**config.mk**
```make
export PLATFORM = sky130hd
export DESIGN_NAME = sample_history_flat
export DESIGN_NICKNAME = d
export VERILOG_FILES = /design/src/rtl/sample_history_if.sv /design/src/rtl/sample_history.sv /design/src/flat_wrapper.sv
export SDC_FILE = /design/constraint.sdc
export NUM_CORES = 1
export LEC_CHECK = 0
export CAP_MARGIN = 15
export CORE_UTILIZATION = 40
export DETAILED_ROUTE_END_ITERATION = 8
export MAX_ROUTING_LAYER = met4
export SYNTH_ARGS = -nofsm -noshare
export SYNTH_HDL_FRONTEND = slang
export SYNTH_SLANG_ARGS = --single-unit
```
**constraint.sdc**
```tcl
create_clock -name clk -period 5.8 [get_ports clk]
set_clock_uncertainty 0.05 [all_clocks]
set_input_delay 1.16 -clock clk [delete_from_list [all_inputs] [get_ports clk]]
set_output_delay 1.16 -clock clk [all_outputs]
set_load 0.03 [all_outputs]
```
**src/rtl/sample_history_if.sv**
```systemverilog
// sample_history_if: bundle between the sampler, its buttons, the sensor
// front end and the graph plotter. The slave side is the sampler itself.
interface sample_history_if;
    logic        start_pulse;
    logic        clear_pulse;
    logic        period_up;
    logic        period_down;
    logic        sens_req;
    logic        sens_ack;
    logic [8:0]  sens_data;
    logic [4:0]  rd_col;
    logic [8:0]  rd_height;
    logic        rd_valid;
    logic [39:0] period_ascii;
    logic        running;
    logic [4:0]  count;
    logic        timeout_err;

    modport master (
        output start_pulse, clear_pulse, period_up, period_down,
        output sens_ack, sens_data, rd_col,
        input  sens_req, rd_height, rd_valid, period_ascii,
        input  running, count, timeout_err
    );

    modport slave (
        input  start_pulse, clear_pulse, period_up, period_down,
        input  sens_ack, sens_data, rd_col,
        output sens_req, rd_height, rd_valid, period_ascii,
        output running, count, timeout_err
    );
endinterface

```
**src/rtl/sample_history.sv**
```systemverilog
// sample_history: periodic sensor sampler with a DEPTH-entry ring history.
// Optional: define SAMPLE_HISTORY_TIMEOUT_EN for the sensor ack timeout.
module sample_history #(
    parameter int CLK_HZ     = 82_000_000,
    parameter int DEPTH      = 20,
    parameter int YMAX       = 299,
    parameter int TIMEOUT_MS = 100
) (
    input  logic            clk,
    input  logic            rst,
    sample_history_if.slave bus
);
    localparam int DIV = CLK_HZ / 1000;
    localparam int TW  = $clog2(DIV + 1);
    localparam int MSMAX = (60000 > TIMEOUT_MS) ? 60000 : TIMEOUT_MS;
    localparam int EW  = $clog2(MSMAX + 2);

    typedef enum logic [1:0] {IDLE, WAIT, REQ, STORE} state_e;

    state_e       state_q, state_d;
    logic [TW-1:0] tick_cnt_q, tick_cnt_d;
    logic         tick;
    logic [EW-1:0] elapsed_q, elapsed_d;
    logic [EW-1:0] target;
    logic [3:0]   tens_q, tens_d;
    logic [3:0]   units_q, units_d;
    logic [4:0]   wr_ptr_q, wr_ptr_d;
    logic [4:0]   count_q, count_d;
    logic [8:0]   data_q, data_d;
    logic [8:0]   mem_q [DEPTH];
    logic         wr_en;
    logic         enter_wait;
    logic         running_q;
    logic [8:0]   rd_height_q, rd_height_d;
    logic         rd_valid_q, rd_valid_d;
    logic [6:0]   rd_sum;
    logic [4:0]   rd_idx;
`ifdef SAMPLE_HISTORY_TIMEOUT_EN
    logic [EW-1:0] to_q, to_d;
    logic          to_hit;
    logic          timeout_q, timeout_d;
`endif

    assign tick   = (tick_cnt_q == TW'(DIV - 1));
    assign target = EW'(tens_q) * EW'(10000) + EW'(units_q) * EW'(1000);
    assign enter_wait = (state_d == WAIT) && (state_q != WAIT);
    assign wr_en  = (state_q == STORE) && !bus.start_pulse
                    && !bus.clear_pulse;
`ifdef SAMPLE_HISTORY_TIMEOUT_EN
    assign to_hit = (to_q + EW'(1)) >= EW'(TIMEOUT_MS);
`endif

    // FSM state register
    always_ff @(posedge clk) begin
        if (rst) begin
            state_q <= IDLE;
        end else begin
            state_q <= state_d;
        end
    end

    // FSM next state: clear beats start, start toggles run/stop
    always_comb begin
        state_d = state_q;
        if (bus.clear_pulse) begin
            state_d = IDLE;
        end else if (bus.start_pulse) begin
            state_d = (state_q == IDLE) ? REQ : IDLE;
        end else begin
            unique case (state_q)
                IDLE: state_d = IDLE;
                WAIT: begin
                    if (tick && (elapsed_q + EW'(1)) >= target) begin
                        state_d = REQ;
                    end
                end
                REQ: begin
                    if (bus.sens_ack) begin
                        state_d = STORE;
                    end
`ifdef SAMPLE_HISTORY_TIMEOUT_EN
                    else if (tick && to_hit) begin
                        state_d = WAIT;
                    end
`endif
                end
                STORE: state_d = WAIT;
            endcase
        end
    end

    // FSM outputs: request follows the registered state
    always_comb begin
        bus.sens_req     = (state_q == REQ);
        bus.running      = running_q;
        bus.count        = count_q;
        bus.rd_height    = rd_height_q;
        bus.rd_valid     = rd_valid_q;
        bus.period_ascii = {4'h3, tens_q, 4'h3, units_q, 24'h303030};
`ifdef SAMPLE_HISTORY_TIMEOUT_EN
        bus.timeout_err  = timeout_q;
`else
        bus.timeout_err  = 1'b0;
`endif
    end

    // Period BCD stepping, ms timing and history pointer next-state
    always_comb begin
        tens_d  = tens_q;
        units_d = units_q;
        if (bus.period_up && !bus.period_down) begin
            if (!(tens_q == 4'd6 && units_q == 4'd0)) begin
                if (units_q == 4'd9) begin
                    units_d = 4'd0;
                    tens_d  = tens_q + 4'd1;
                end else begin
                    units_d = units_q + 4'd1;
                end
            end
        end else if (bus.period_down && !bus.period_up) begin
            if (!(tens_q == 4'd0 && units_q == 4'd1)) begin
                if (units_q == 4'd0) begin
                    units_d = 4'd9;
                    tens_d  = tens_q - 4'd1;
                end else begin
                    units_d = units_q - 4'd1;
                end
            end
        end

        tick_cnt_d = tick ? '0 : tick_cnt_q + TW'(1);
        if (enter_wait) begin
            tick_cnt_d = '0;
        end
`ifdef SAMPLE_HISTORY_TIMEOUT_EN
        if (state_d == REQ && state_q != REQ) begin
            tick_cnt_d = '0;
        end
`endif

        elapsed_d = elapsed_q;
        if (state_q == WAIT && tick) begin
            elapsed_d = elapsed_q + EW'(1);
        end
        if (enter_wait || bus.clear_pulse) begin
            elapsed_d = '0;
        end

        data_d = data_q;
        if (state_q == REQ && bus.sens_ack) begin
            data_d = (bus.sens_data > 9'(YMAX)) ? 9'(YMAX) : bus.sens_data;
        end

        wr_ptr_d = wr_ptr_q;
        count_d  = count_q;
        if (bus.clear_pulse) begin
            wr_ptr_d = '0;
            count_d  = '0;
        end else if (wr_en) begin
            wr_ptr_d = (wr_ptr_q == 5'(DEPTH - 1)) ? '0 : wr_ptr_q + 5'd1;
            if (count_q != 5'(DEPTH)) begin
                count_d = count_q + 5'd1;
            end
        end

`ifdef SAMPLE_HISTORY_TIMEOUT_EN
        to_d = '0;
        if (state_q == REQ) begin
            to_d = tick ? to_q + EW'(1) : to_q;
        end
        timeout_d = timeout_q;
        if (state_q == REQ && state_d == WAIT) begin
            timeout_d = 1'b1;
        end
        if (bus.clear_pulse) begin
            timeout_d = 1'b0;
        end
`endif
    end

    // Control and counter registers
    always_ff @(posedge clk) begin
        if (rst) begin
            tick_cnt_q <= '0;
            elapsed_q  <= '0;
            tens_q     <= 4'd1;
            units_q    <= 4'd0;
            wr_ptr_q   <= '0;
            count_q    <= '0;
            data_q     <= '0;
            running_q  <= 1'b0;
`ifdef SAMPLE_HISTORY_TIMEOUT_EN
            to_q       <= '0;
            timeout_q  <= 1'b0;
`endif
        end else begin
            tick_cnt_q <= tick_cnt_d;
            elapsed_q  <= elapsed_d;
            tens_q     <= tens_d;
            units_q    <= units_d;
            wr_ptr_q   <= wr_ptr_d;
            count_q    <= count_d;
            data_q     <= data_d;
            running_q  <= (state_d != IDLE);
`ifdef SAMPLE_HISTORY_TIMEOUT_EN
            to_q       <= to_d;
            timeout_q  <= timeout_d;
`endif
        end
    end

    // History RAM write; contents stay unreset and are masked by count
    always_ff @(posedge clk) begin
        if (wr_en) begin
            mem_q[wr_ptr_q] <= data_q;
        end
    end

    // Map graph column onto ring slot, oldest sample at column 0
    always_comb begin
        rd_sum = 7'(wr_ptr_q) + 7'(DEPTH) - 7'(count_q) + 7'(bus.rd_col);
        if (rd_sum >= 7'(2 * DEPTH)) begin
            rd_idx = 5'(rd_sum - 7'(2 * DEPTH));
        end else if (rd_sum >= 7'(DEPTH)) begin
            rd_idx = 5'(rd_sum - 7'(DEPTH));
        end else begin
            rd_idx = 5'(rd_sum);
        end
        rd_valid_d  = (bus.rd_col < count_q);
        rd_height_d = rd_valid_d ? mem_q[rd_idx] : 9'd0;
    end

    // Registered read port
    always_ff @(posedge clk) begin
        if (rst) begin
            rd_height_q <= '0;
            rd_valid_q  <= 1'b0;
        end else begin
            rd_height_q <= rd_height_d;
            rd_valid_q  <= rd_valid_d;
        end
    end
endmodule

```
**src/flat_wrapper.sv**
```systemverilog
// flat-port wrapper written by rule: the top's interface ports become plain ports
module sample_history_flat 
#(
    parameter int CLK_HZ     = 82_000_000,
    parameter int DEPTH      = 20,
    parameter int YMAX       = 299,
    parameter int TIMEOUT_MS = 100
)
  (clk, rst, bus_start_pulse, bus_clear_pulse, bus_period_up, bus_period_down, bus_sens_ack, bus_sens_data, bus_rd_col, bus_sens_req, bus_rd_height, bus_rd_valid, bus_period_ascii, bus_running, bus_count, bus_timeout_err);
  sample_history_if bus_i ();
  input  logic clk;
  input  logic rst;
  input wire logic [$bits(bus_i.start_pulse)-1:0] bus_start_pulse;
  input wire logic [$bits(bus_i.clear_pulse)-1:0] bus_clear_pulse;
  input wire logic [$bits(bus_i.period_up)-1:0] bus_period_up;
  input wire logic [$bits(bus_i.period_down)-1:0] bus_period_down;
  input wire logic [$bits(bus_i.sens_ack)-1:0] bus_sens_ack;
  input wire logic [$bits(bus_i.sens_data)-1:0] bus_sens_data;
  input wire logic [$bits(bus_i.rd_col)-1:0] bus_rd_col;
  output wire logic [$bits(bus_i.sens_req)-1:0] bus_sens_req;
  output wire logic [$bits(bus_i.rd_height)-1:0] bus_rd_height;
  output wire logic [$bits(bus_i.rd_valid)-1:0] bus_rd_valid;
  output wire logic [$bits(bus_i.period_ascii)-1:0] bus_period_ascii;
  output wire logic [$bits(bus_i.running)-1:0] bus_running;
  output wire logic [$bits(bus_i.count)-1:0] bus_count;
  output wire logic [$bits(bus_i.timeout_err)-1:0] bus_timeout_err;
  assign bus_i.start_pulse = bus_start_pulse;
  assign bus_i.clear_pulse = bus_clear_pulse;
  assign bus_i.period_up = bus_period_up;
  assign bus_i.period_down = bus_period_down;
  assign bus_i.sens_ack = bus_sens_ack;
  assign bus_i.sens_data = bus_sens_data;
  assign bus_i.rd_col = bus_rd_col;
  assign bus_sens_req = bus_i.sens_req;
  assign bus_rd_height = bus_i.rd_height;
  assign bus_rd_valid = bus_i.rd_valid;
  assign bus_period_ascii = bus_i.period_ascii;
  assign bus_running = bus_i.running;
  assign bus_count = bus_i.count;
  assign bus_timeout_err = bus_i.timeout_err;
  sample_history #(.CLK_HZ(CLK_HZ), .DEPTH(DEPTH), .YMAX(YMAX), .TIMEOUT_MS(TIMEOUT_MS)) u_core (.clk(clk), .rst(rst), .bus(bus_i));
endmodule
```
==> flow_summary.yaml, run 1 <==
worst_setup_path:
  ff2ff_path_depth: 24
  worst-setup-path-type: "reg2reg"
  worst_setup_path_endpoint: "u_core.state_q[0]$_SDFF_PP0_"
  crit_path_start_kind: "flip-flop"
  worstPathMaxFanout: 10
  worstSetupEndpointType: "flip-flop"
  worstReg2RegStart: "u_core.units_q[2]$_SDFFE_PP0P_"
  worst-r2r-setup-slack_ns: 0.43
  cp_data_arrival_time_ns: 5.71
  worst_r2r_endpoint: "u_core.state_q[0]$_SDFF_PP0_"
  startpoint: "u_core.units_q[2]$_SDFFE_PP0P_"
  critPathRequiredTime_ns: 6.14
timing:
  report.final.setup_viol: 0
  worst_slew_pin_tran_ns: 1.13
  finalWorstPathRequiredPeriod_ns: 5.37
  final_critical_path_setup_slack_ns: 0.435
  rsz_0062_raised_after_global_routing: "false"
  layout_worst_path_cycle_share_pct: 92.5
  clock.fmax_ghz: 0.186
  drv_slew: 0
  final-hold-violation-count: 0
  remaining_max_slew_budget_at_the_tightest_pin_pct: 24.7
  tns_ns: 0
drt:
  route.detailed.vias_per_inst: 5.18
  number_of_remaining_drc_errors: 0
  route.antenna.remaining_nets: 0
  routedWlPerCell_um: 17.5
  num_vias: 7727
  drt_iter0_drcs: 355
  drt_pass1_iterations: 5
  postRouteWirelength_um: 26200
floorplanning:
  chipHeight_um: 182
  dieWidth_um: 182
  ios: 79
  initial_core_util_pct: 40.8
  rows: 65
  core_mm2: 0.0317
  fp.dieArea_mm2: 0.0331
logic_synthesis:
  yosys_most_used_dff: "sky130_fd_sc_hd__edfxtp_1"
  asyncSetResetFlopFracSynth_pct: 0
  synth_area_per_cell_um2: 12.7
  post_synth_num_cell_types: 70
  yosysWarnings: 0
  number_of_flops_mapped_to_enable_cells_by_yosys: 180
  synth.ff_latch_count: 253
  synth_seq_area_share_pct: 53.0
  netlist_area_mm2: 0.0130
  synthesis.instances: 1020
flow_run:
  maxCapViolations: 0
cells_and_area:
  seqCellArea_mm2: 0.00687
  layout_cells_sized_above_1_pct: 9.90
  layout-area-overhead-vs-synth_pct: 12.8
  design.final.nets: 1197
  multi_input_area_mm2: 0.00562
  diodes: 0
  fillcell_total: 2851
cts:
  cts_sinks: 253
  post-cts-setup-buffer-count: 0
  clock_insertion_delay_worst_skew_ns: 0.54
  clock_tree.root_cell: "sky130_fd_sc_hd__clkbuf_16"
  clock_transition_time_at_the_flip_flop_clock_pins_of_the_worst_setup_and_hold_paths_ns: 0.07
  postCtsHoldBufs: 0
  cts_buf_count: 26
  htree_num_levels: 1
  cts_tree: "done"
  clockBufferDepth: 3
power:
  power.density_cell_area_mw_per_mm2: 312
  vdd_ir_drop_max_mv: 0.213
  leak_pwr_nw: 5.68
global_route:
  globalRouteTotalUtil_pct: 16.4
  grt_first_pass_wirelength_um: 41000
  pin_count_of_the_biggest_net_entering_global_routing: 46
  grt_remaining_overflow: 0
  antenna_violations_before_repair: 0
  first_global_vias: 7469
status:
  run_status: "finished clean"
place:
  gp_routability_congestion: 0.790
  dp_hpwl_um: 17900
  number_of_buffers_inserted_by_port_buffering: 45
  detailedPlace.worstSlack_ns: 0.0885
hold_path:
  whs_path_depth: 1
  holdCritPathClass: "reg2reg"
-- flip-flops by register name, indices dropped and copies added, names as in the netlist --
signal,count
u_core.bus.rd_valid,1
u_core.elapsed_q,16
u_core.state_q,2
u_core.tens_q,4
u_core.tick_cnt_q,17
u_core.wr_ptr_q,5
u_core.data_q,9
u_core.bus.running,1
u_core.units_q,4
u_core.bus.rd_height,9
u_core.bus.count,5
u_core.mem_q,180
-- cells in the final DEF (no fill, tap or decap), types with 3 or more instances in the layout --
master / netlist / layout
sky130_fd_sc_hd__nand4_1: 5 / 5
sky130_fd_sc_hd__clkbuf_16: 0 / 29
sky130_fd_sc_hd__a22oi_1: 3 / 3
sky130_fd_sc_hd__nand2_1: 62 / 62
sky130_fd_sc_hd__and3_1: 12 / 12
sky130_fd_sc_hd__a21o_1: 15 / 15
sky130_fd_sc_hd__clkdlybuf4s50_1: 0 / 45
sky130_fd_sc_hd__clkinv_2: 0 / 3
sky130_fd_sc_hd__mux2i_1: 25 / 25
sky130_fd_sc_hd__nor4_1: 3 / 3
sky130_fd_sc_hd__nand3_1: 25 / 25
sky130_fd_sc_hd__or3_1: 14 / 14
sky130_fd_sc_hd__dfxtp_1: 73 / 72
sky130_fd_sc_hd__inv_1: 52 / 52
sky130_fd_sc_hd__xnor2_1: 38 / 38
sky130_fd_sc_hd__o21bai_1: 5 / 5
sky130_fd_sc_hd__ha_1: 88 / 87
sky130_fd_sc_hd__clkinv_1: 1 / 3
sky130_fd_sc_hd__clkbuf_8: 0 / 4
sky130_fd_sc_hd__o21ai_0: 16 / 16
sky130_fd_sc_hd__fa_1: 17 / 16
sky130_fd_sc_hd__clkbuf_1: 16 / 4
sky130_fd_sc_hd__conb_1: 2 / 33
sky130_fd_sc_hd__nor2_1: 95 / 95
sky130_fd_sc_hd__a211oi_1: 11 / 11
sky130_fd_sc_hd__nand2b_1: 7 / 7
sky130_fd_sc_hd__xor2_1: 28 / 28
sky130_fd_sc_hd__mux4_2: 45 / 45
sky130_fd_sc_hd__and2_1: 6 / 6
sky130_fd_sc_hd__nor3b_1: 3 / 3
sky130_fd_sc_hd__edfxtp_1: 180 / 180
sky130_fd_sc_hd__o21ai_1: 14 / 14
sky130_fd_sc_hd__inv_2: 4 / 4
sky130_fd_sc_hd__nor2b_1: 6 / 6
sky130_fd_sc_hd__o221ai_1: 9 / 9
sky130_fd_sc_hd__nor3_1: 8 / 8
sky130_fd_sc_hd__a21oi_1: 47 / 47
sky130_fd_sc_hd__buf_4: 33 / 6
-- how the worst min path moves through the flow --
stage | startpoint | to | slack, ns
final | u_core.tick_cnt_q[0]$_SDFF_PP0_ | u_core.tick_cnt_q[0]$_SDFF_PP0_ | 0.39
after global routing | u_core.tick_cnt_q[0]$_SDFF_PP0_ | u_core.tick_cnt_q[0]$_SDFF_PP0_ | 0.41
after CTS | u_core.tick_cnt_q[0]$_SDFF_PP0_ | u_core.tick_cnt_q[0]$_SDFF_PP0_ | 0.40
after detailed placement | u_core.tick_cnt_q[0]$_SDFF_PP0_ | u_core.tick_cnt_q[0]$_SDFF_PP0_ | 0.38
after global placement | u_core.tick_cnt_q[0]$_SDFF_PP0_ | u_core.tick_cnt_q[0]$_SDFF_PP0_ | 0.37
after floorplan | u_core.tick_cnt_q[0]$_SDFF_PP0_ | u_core.tick_cnt_q[0]$_SDFF_PP0_ | 0.36
-- routing by layer --
metal	vias up	part of all wire, %	global-route usage [%]
li1	3770	-	-
met1	3808	47	21.5
met2	124	48	27.0
met3	25	3.1	1.78
met4	0	1.8	4.13
met5	-	0	-
-- worst max-delay path: stages (launching register included) --
cell                       delay [ns]
sky130_fd_sc_hd__dfxtp_2         0.48
sky130_fd_sc_hd__inv_1           0.20
sky130_fd_sc_hd__ha_1            0.33
sky130_fd_sc_hd__fa_1            0.54
sky130_fd_sc_hd__inv_1           0.07
sky130_fd_sc_hd__fa_1            0.45
sky130_fd_sc_hd__nor2b_1         0.13
sky130_fd_sc_hd__o21ai_0         0.12
sky130_fd_sc_hd__a21oi_1         0.16
sky130_fd_sc_hd__nor2_1          0.05
sky130_fd_sc_hd__o21ai_1         0.14
sky130_fd_sc_hd__xor2_1          0.20
sky130_fd_sc_hd__ha_1            0.33
sky130_fd_sc_hd__nand3_1         0.11
sky130_fd_sc_hd__nand2_1         0.05
sky130_fd_sc_hd__a41o_1          0.23
sky130_fd_sc_hd__nor4_1          0.23
sky130_fd_sc_hd__nor3_1          0.09
sky130_fd_sc_hd__ha_1            0.30
sky130_fd_sc_hd__nand2_1         0.07
sky130_fd_sc_hd__nor3_1          0.28
sky130_fd_sc_hd__nand2_1         0.09
sky130_fd_sc_hd__o21ai_1         0.21
sky130_fd_sc_hd__o211ai_1        0.13
sky130_fd_sc_hd__nor4b_1         0.17
-- report_power, final --
group          switching [W]  internal, W
Clock               0.000691      0.00105
Combinational       0.000484     0.000358
Sequential         0.0000362      0.00194
Total                0.00121      0.00334
-- synth_stat cells, types with 3 or more instances --
library cell | n | area (um2)
sky130_fd_sc_hd__edfxtp_1 | 180 | 5410
sky130_fd_sc_hd__nor2_1 | 95 | 357
sky130_fd_sc_hd__ha_1 | 88 | 1100
sky130_fd_sc_hd__dfxtp_1 | 73 | 1460
sky130_fd_sc_hd__nand2_1 | 62 | 233
sky130_fd_sc_hd__inv_1 | 52 | 195
sky130_fd_sc_hd__a21oi_1 | 47 | 235
sky130_fd_sc_hd__mux4_2 | 45 | 1010
sky130_fd_sc_hd__xnor2_1 | 38 | 333
sky130_fd_sc_hd__buf_4 | 33 | 248
sky130_fd_sc_hd__xor2_1 | 28 | 245
sky130_fd_sc_hd__mux2i_1 | 25 | 250
sky130_fd_sc_hd__nand3_1 | 25 | 125
sky130_fd_sc_hd__fa_1 | 17 | 340
sky130_fd_sc_hd__clkbuf_1 | 16 | 60.1
sky130_fd_sc_hd__o21ai_0 | 16 | 80.1
sky130_fd_sc_hd__a21o_1 | 15 | 113
sky130_fd_sc_hd__o21ai_1 | 14 | 70.1
sky130_fd_sc_hd__or3_1 | 14 | 87.6
sky130_fd_sc_hd__and3_1 | 12 | 75.1
sky130_fd_sc_hd__a211oi_1 | 11 | 82.6
sky130_fd_sc_hd__o221ai_1 | 9 | 78.8
sky130_fd_sc_hd__nor3_1 | 8 | 40.0
sky130_fd_sc_hd__nand2b_1 | 7 | 43.8
sky130_fd_sc_hd__and2_1 | 6 | 37.5
sky130_fd_sc_hd__nor2b_1 | 6 | 37.5
sky130_fd_sc_hd__nand4_1 | 5 | 31.3
sky130_fd_sc_hd__o21bai_1 | 5 | 37.5
sky130_fd_sc_hd__buf_2 | 4 | 20.0
sky130_fd_sc_hd__inv_2 | 4 | 15.0
sky130_fd_sc_hd__a22oi_1 | 3 | 22.5
sky130_fd_sc_hd__nor3b_1 | 3 | 22.5
sky130_fd_sc_hd__nor4_1 | 3 | 18.8
-- metrics by stage --
stage	power (W)	cell area [um2]	std cells	hold WS, ns	utilization (%)
after floorplan	0.00268	13100	1051	0.363	-
after global placement	0.00285	13700	1445	0.375	43.2
after detailed placement	0.00286	13700	1445	0.382	43.2
after CTS	0.00460	14600	1493	0.396	46.1
after global routing	0.00477	14600	1493	0.415	46.1
final	0.00455	14600	1493	0.394	46.1
-- cell families after synthesis --
| logic type | count (synthesis) | synth area share (%) |
|---|---|---|
| AOI/OAI and AO/OA | 148 | 7.54 |
| adders and majority gates | 105 | 11.1 |
| muxes | 70 | 9.75 |
| other | 2 | 0.0580 |
| buffers and inverters | 116 | 4.64 |
| and+or+nand+nor | 260 | 9.42 |
| DFF | 253 | 53.0 |
| xor gates and xnor gates | 66 | 4.46 |
-- repair_timing --
action	4_1_cts	5_1_grt
endpoints found under the hold margin	0	0
endpoints found under the setup margin	0	2
resized for setup	0	1
-- area by class of cell --
type	count	share of cell area (%)
sequential	253	47.0
multi-input combinational	682	38.4
clock buffer	37	5.44
tap	402	3.44
timing repair buffer	51	3.39
inverter	57	1.46
clock inverter	11	0.839
Note: power is estimated with default switching activity, not from simulation.
==> run 2: changes to the inputs <==
Settings changed: CORE_UTILIZATION 40 to 50, PLACE_DENSITY set to 0.69.
==> run 2 against run 1 <==
Maximum frequency grew 3.5%. Largest power group unchanged. Sequential share of layout area grew 0.60 points. Count of clock-buffer cells in the layout grew 5. Worst setup slack gained 0.18 ns. Utilization grew 11 points. Sequential power is essentially flat. Worst hold slack lost 0.0032 ns. Global-route usage grew 4.2 points. First-iteration DRC count grew 30%. Non-clock buffer count grew 1. Cell count shrank 4.8%.
==> flow_summary.yaml, run 2 (same netlist as run 1, synthesis figures left out) <==
status:
  run_status: "finished clean"
timing:
  final-hold-violation-count: 0
  worst_slew_pin_tran_ns: 0.993
  drv_slew: 0
  clock.fmax_ghz: 0.193
  report.final.setup_viol: 0
  finalWorstPathRequiredPeriod_ns: 5.19
  tns_ns: 0
  remaining_max_slew_budget_at_the_tightest_pin_pct: 33.6
  rsz_0062_raised_after_global_routing: "false"
  layout_worst_path_cycle_share_pct: 89.4
  final_critical_path_setup_slack_ns: 0.615
cells_and_area:
  seqCellArea_mm2: 0.00687
  design.final.nets: 1198
  most_common_library_cell_in_the_layout_ignoring_fill_and_taps: "sky130_fd_sc_hd__edfxtp_1"
  largest_reg_flops: 180
  multi_input_area_mm2: 0.00562
  post_layout_nonfiller_instances: 1422
  final_cell_area_mm2: 0.0144
  diodes: 0
  layout-area-overhead-vs-synth_pct: 11.5
  registers_with_the_most_flip_flops: "u_core.mem_q (180), u_core.tick_cnt_q (17), u_core.elapsed_q (16)"
  layout_cells_sized_above_1_pct: 9.62
  fillcell_total: 2052
  mostFrequentLayoutCells: "180 x sky130_fd_sc_hd__edfxtp_1, 95 x sky130_fd_sc_hd__nor2_1, 87 x sky130_fd_sc_hd__ha_1"
  top_register: "u_core.mem_q"
floorplanning:
  ios: 79
  fp.dieArea_mm2: 0.0266
  core_mm2: 0.0253
  rows: 58
  dieWidth_um: 163
  chipHeight_um: 163
  initial_core_util_pct: 51.2
hold_path:
  hold_path_startpoint: "u_core.tick_cnt_q[0]$_SDFF_PP0_"
  holdCritPathClass: "reg2reg"
  worst_hold_path.endpoint: "u_core.tick_cnt_q[0]$_SDFF_PP0_"
  whs_path_depth: 1
power:
  internal_power_w: 0.00321
  power.net_switching_w: 0.00119
  pwr-share-comb_pct: 19.0
  power.density_cell_area_mw_per_mm2: 305
  switching_share_pct: 27.0
  p_seq_share_pct: 44.8
  clkPwrFrac_pct: 36.2
  leak_pwr_nw: 5.64
  vdd_ir_drop_max_mv: 0.242
cts:
  cts_sinks: 253
  cts_buf_count: 26
  clock_transition_time_at_the_flip_flop_clock_pins_of_the_worst_setup_and_hold_paths_ns: 0.07
  clockBufferDepth: 3
  clock_tree.root_cell: "sky130_fd_sc_hd__clkbuf_16"
  cts_tree: "done"
  htree_num_levels: 1
  clock_insertion_delay_worst_skew_ns: 0.53
  post-cts-setup-buffer-count: 0
  postCtsHoldBufs: 0
worst_setup_path:
  ff2ff_path_depth: 24
  worstPathMaxFanout: 10
  cp_data_arrival_time_ns: 5.53
  worstSetupEndpointType: "flip-flop"
  worst-r2r-setup-slack_ns: 0.61
  worstReg2RegStart: "u_core.units_q[2]$_SDFFE_PP0P_"
  worst_r2r_endpoint: "u_core.state_q[0]$_SDFF_PP0_"
  worst-setup-path-type: "reg2reg"
  crit_path_start_kind: "flip-flop"
  critPathRequiredTime_ns: 6.15
global_route:
  antenna_violations_before_repair: 0
  first_global_vias: 7693
  groute.layer.met3.usage_pct: 2.83
  grt_remaining_overflow: 0
  grtUsageMet2_pct: 35.3
  gr_layer_usage_met1_pct: 25.9
  busiest_layer: "met2"
  globalRouteTotalUtil_pct: 20.6
  grt_first_pass_wirelength_um: 41100
  pin_count_of_the_biggest_net_entering_global_routing: 46
drt:
  drt_iter0_drcs: 463
  number_of_remaining_drc_errors: 0
  route.antenna.remaining_nets: 0
  postRouteWirelength_um: 25600
  num_vias: 7822
  route.detailed.vias_per_inst: 5.50
  routedWlPerCell_um: 18.0
  drt_pass1_iterations: 4
place:
  detailedPlace.worstSlack_ns: 0.0704
  dp_hpwl_um: 17500
  gp_routability_congestion: 0.815
  number_of_buffers_inserted_by_port_buffering: 45
  placed_area_mm2: 0.0136
  dpl.cell_count: 1373
flow_run:
  maxCapViolations: 0
==> run 2: how the worst max path moves through the flow <==
stage / startpoint / to
6_report: u_core.units_q[2]$_SDFFE_PP0P_ / u_core.state_q[0]$_SDFF_PP0_
5_1_grt: u_core.units_q[2]$_SDFFE_PP0P_ / u_core.state_q[1]$_SDFF_PP0_
4_1_cts: u_core.units_q[2]$_SDFFE_PP0P_ / u_core.state_q[0]$_SDFF_PP0_
3_5_place_dp: bus_rd_col[1] / u_core.bus.rd_height[1]$_SDFF_PP0_
3_3_place_gp: bus_rd_col[1] / u_core.bus.rd_height[4]$_SDFF_PP0_
2_1_floorplan: u_core.units_q[2]$_SDFFE_PP0P_ / u_core.state_q[0]$_SDFF_PP0_
==> run 2: routing by layer <==
layer	wire length [um]	share of wire [%]
met1	10900	43
met2	13100	51
met3	1070	4.2
met5	0	0
met4	417	1.6
==> run 2: worst max-delay path, cell delays in order, from the launching register on <==
cell	delay, ns
sky130_fd_sc_hd__dfxtp_4	0.43
sky130_fd_sc_hd__inv_1	0.15
sky130_fd_sc_hd__ha_1	0.33
sky130_fd_sc_hd__fa_1	0.53
sky130_fd_sc_hd__inv_1	0.07
sky130_fd_sc_hd__fa_1	0.46
sky130_fd_sc_hd__nor2b_1	0.12
sky130_fd_sc_hd__o21ai_0	0.10
sky130_fd_sc_hd__a21oi_1	0.16
sky130_fd_sc_hd__nor2_1	0.05
sky130_fd_sc_hd__o21ai_1	0.14
sky130_fd_sc_hd__xor2_1	0.20
sky130_fd_sc_hd__ha_1	0.33
sky130_fd_sc_hd__nand3_1	0.11
sky130_fd_sc_hd__nand2_1	0.05
sky130_fd_sc_hd__a41o_1	0.23
sky130_fd_sc_hd__nor4_1	0.24
sky130_fd_sc_hd__nor3_1	0.10
sky130_fd_sc_hd__ha_1	0.30
sky130_fd_sc_hd__nand2_1	0.07
sky130_fd_sc_hd__nor3_1	0.28
sky130_fd_sc_hd__nand2_1	0.09
sky130_fd_sc_hd__o21ai_1	0.21
sky130_fd_sc_hd__o211ai_1	0.10
sky130_fd_sc_hd__nor4b_1	0.16
==> run 2: cell type report <==
cell class	count	area share, %
Clock buffer	42	5.40
Clock inverter	6	0.312
Inverter	57	1.48
Multi-Input combinational cell	682	38.9
Sequential cell	253	47.6
Tap cell	330	2.86
Timing Repair Buffer	52	3.46
==> run 2: power groups by stage <==
stage,combinational (W),sequential (W),clock (W)
after floorplan,0.000660,0.00203,0
after global placement,0.000825,0.00201,0
after detailed placement,0.000842,0.00201,0
after CTS,0.000851,0.00197,0.00162
after global routing,0.000955,0.00198,0.00168
final,0.000836,0.00197,0.00159
==> run 2: stage by stage <==
stage                     hold slack (ns)  total power (W)  util (%)
final                               0.391          0.00440      57.0
after global routing                0.412          0.00462      57.0
after CTS                           0.391          0.00444      57.0
after detailed placement            0.382          0.00286      53.7
after global placement              0.378          0.00284      53.7
after floorplan                     0.363          0.00268         -
==> run 2: timing repair <==
item,4_1_cts,5_1_grt
hold endpoints to repair,0,0
setup endpoints to repair,0,2
gates resized for setup,0,4
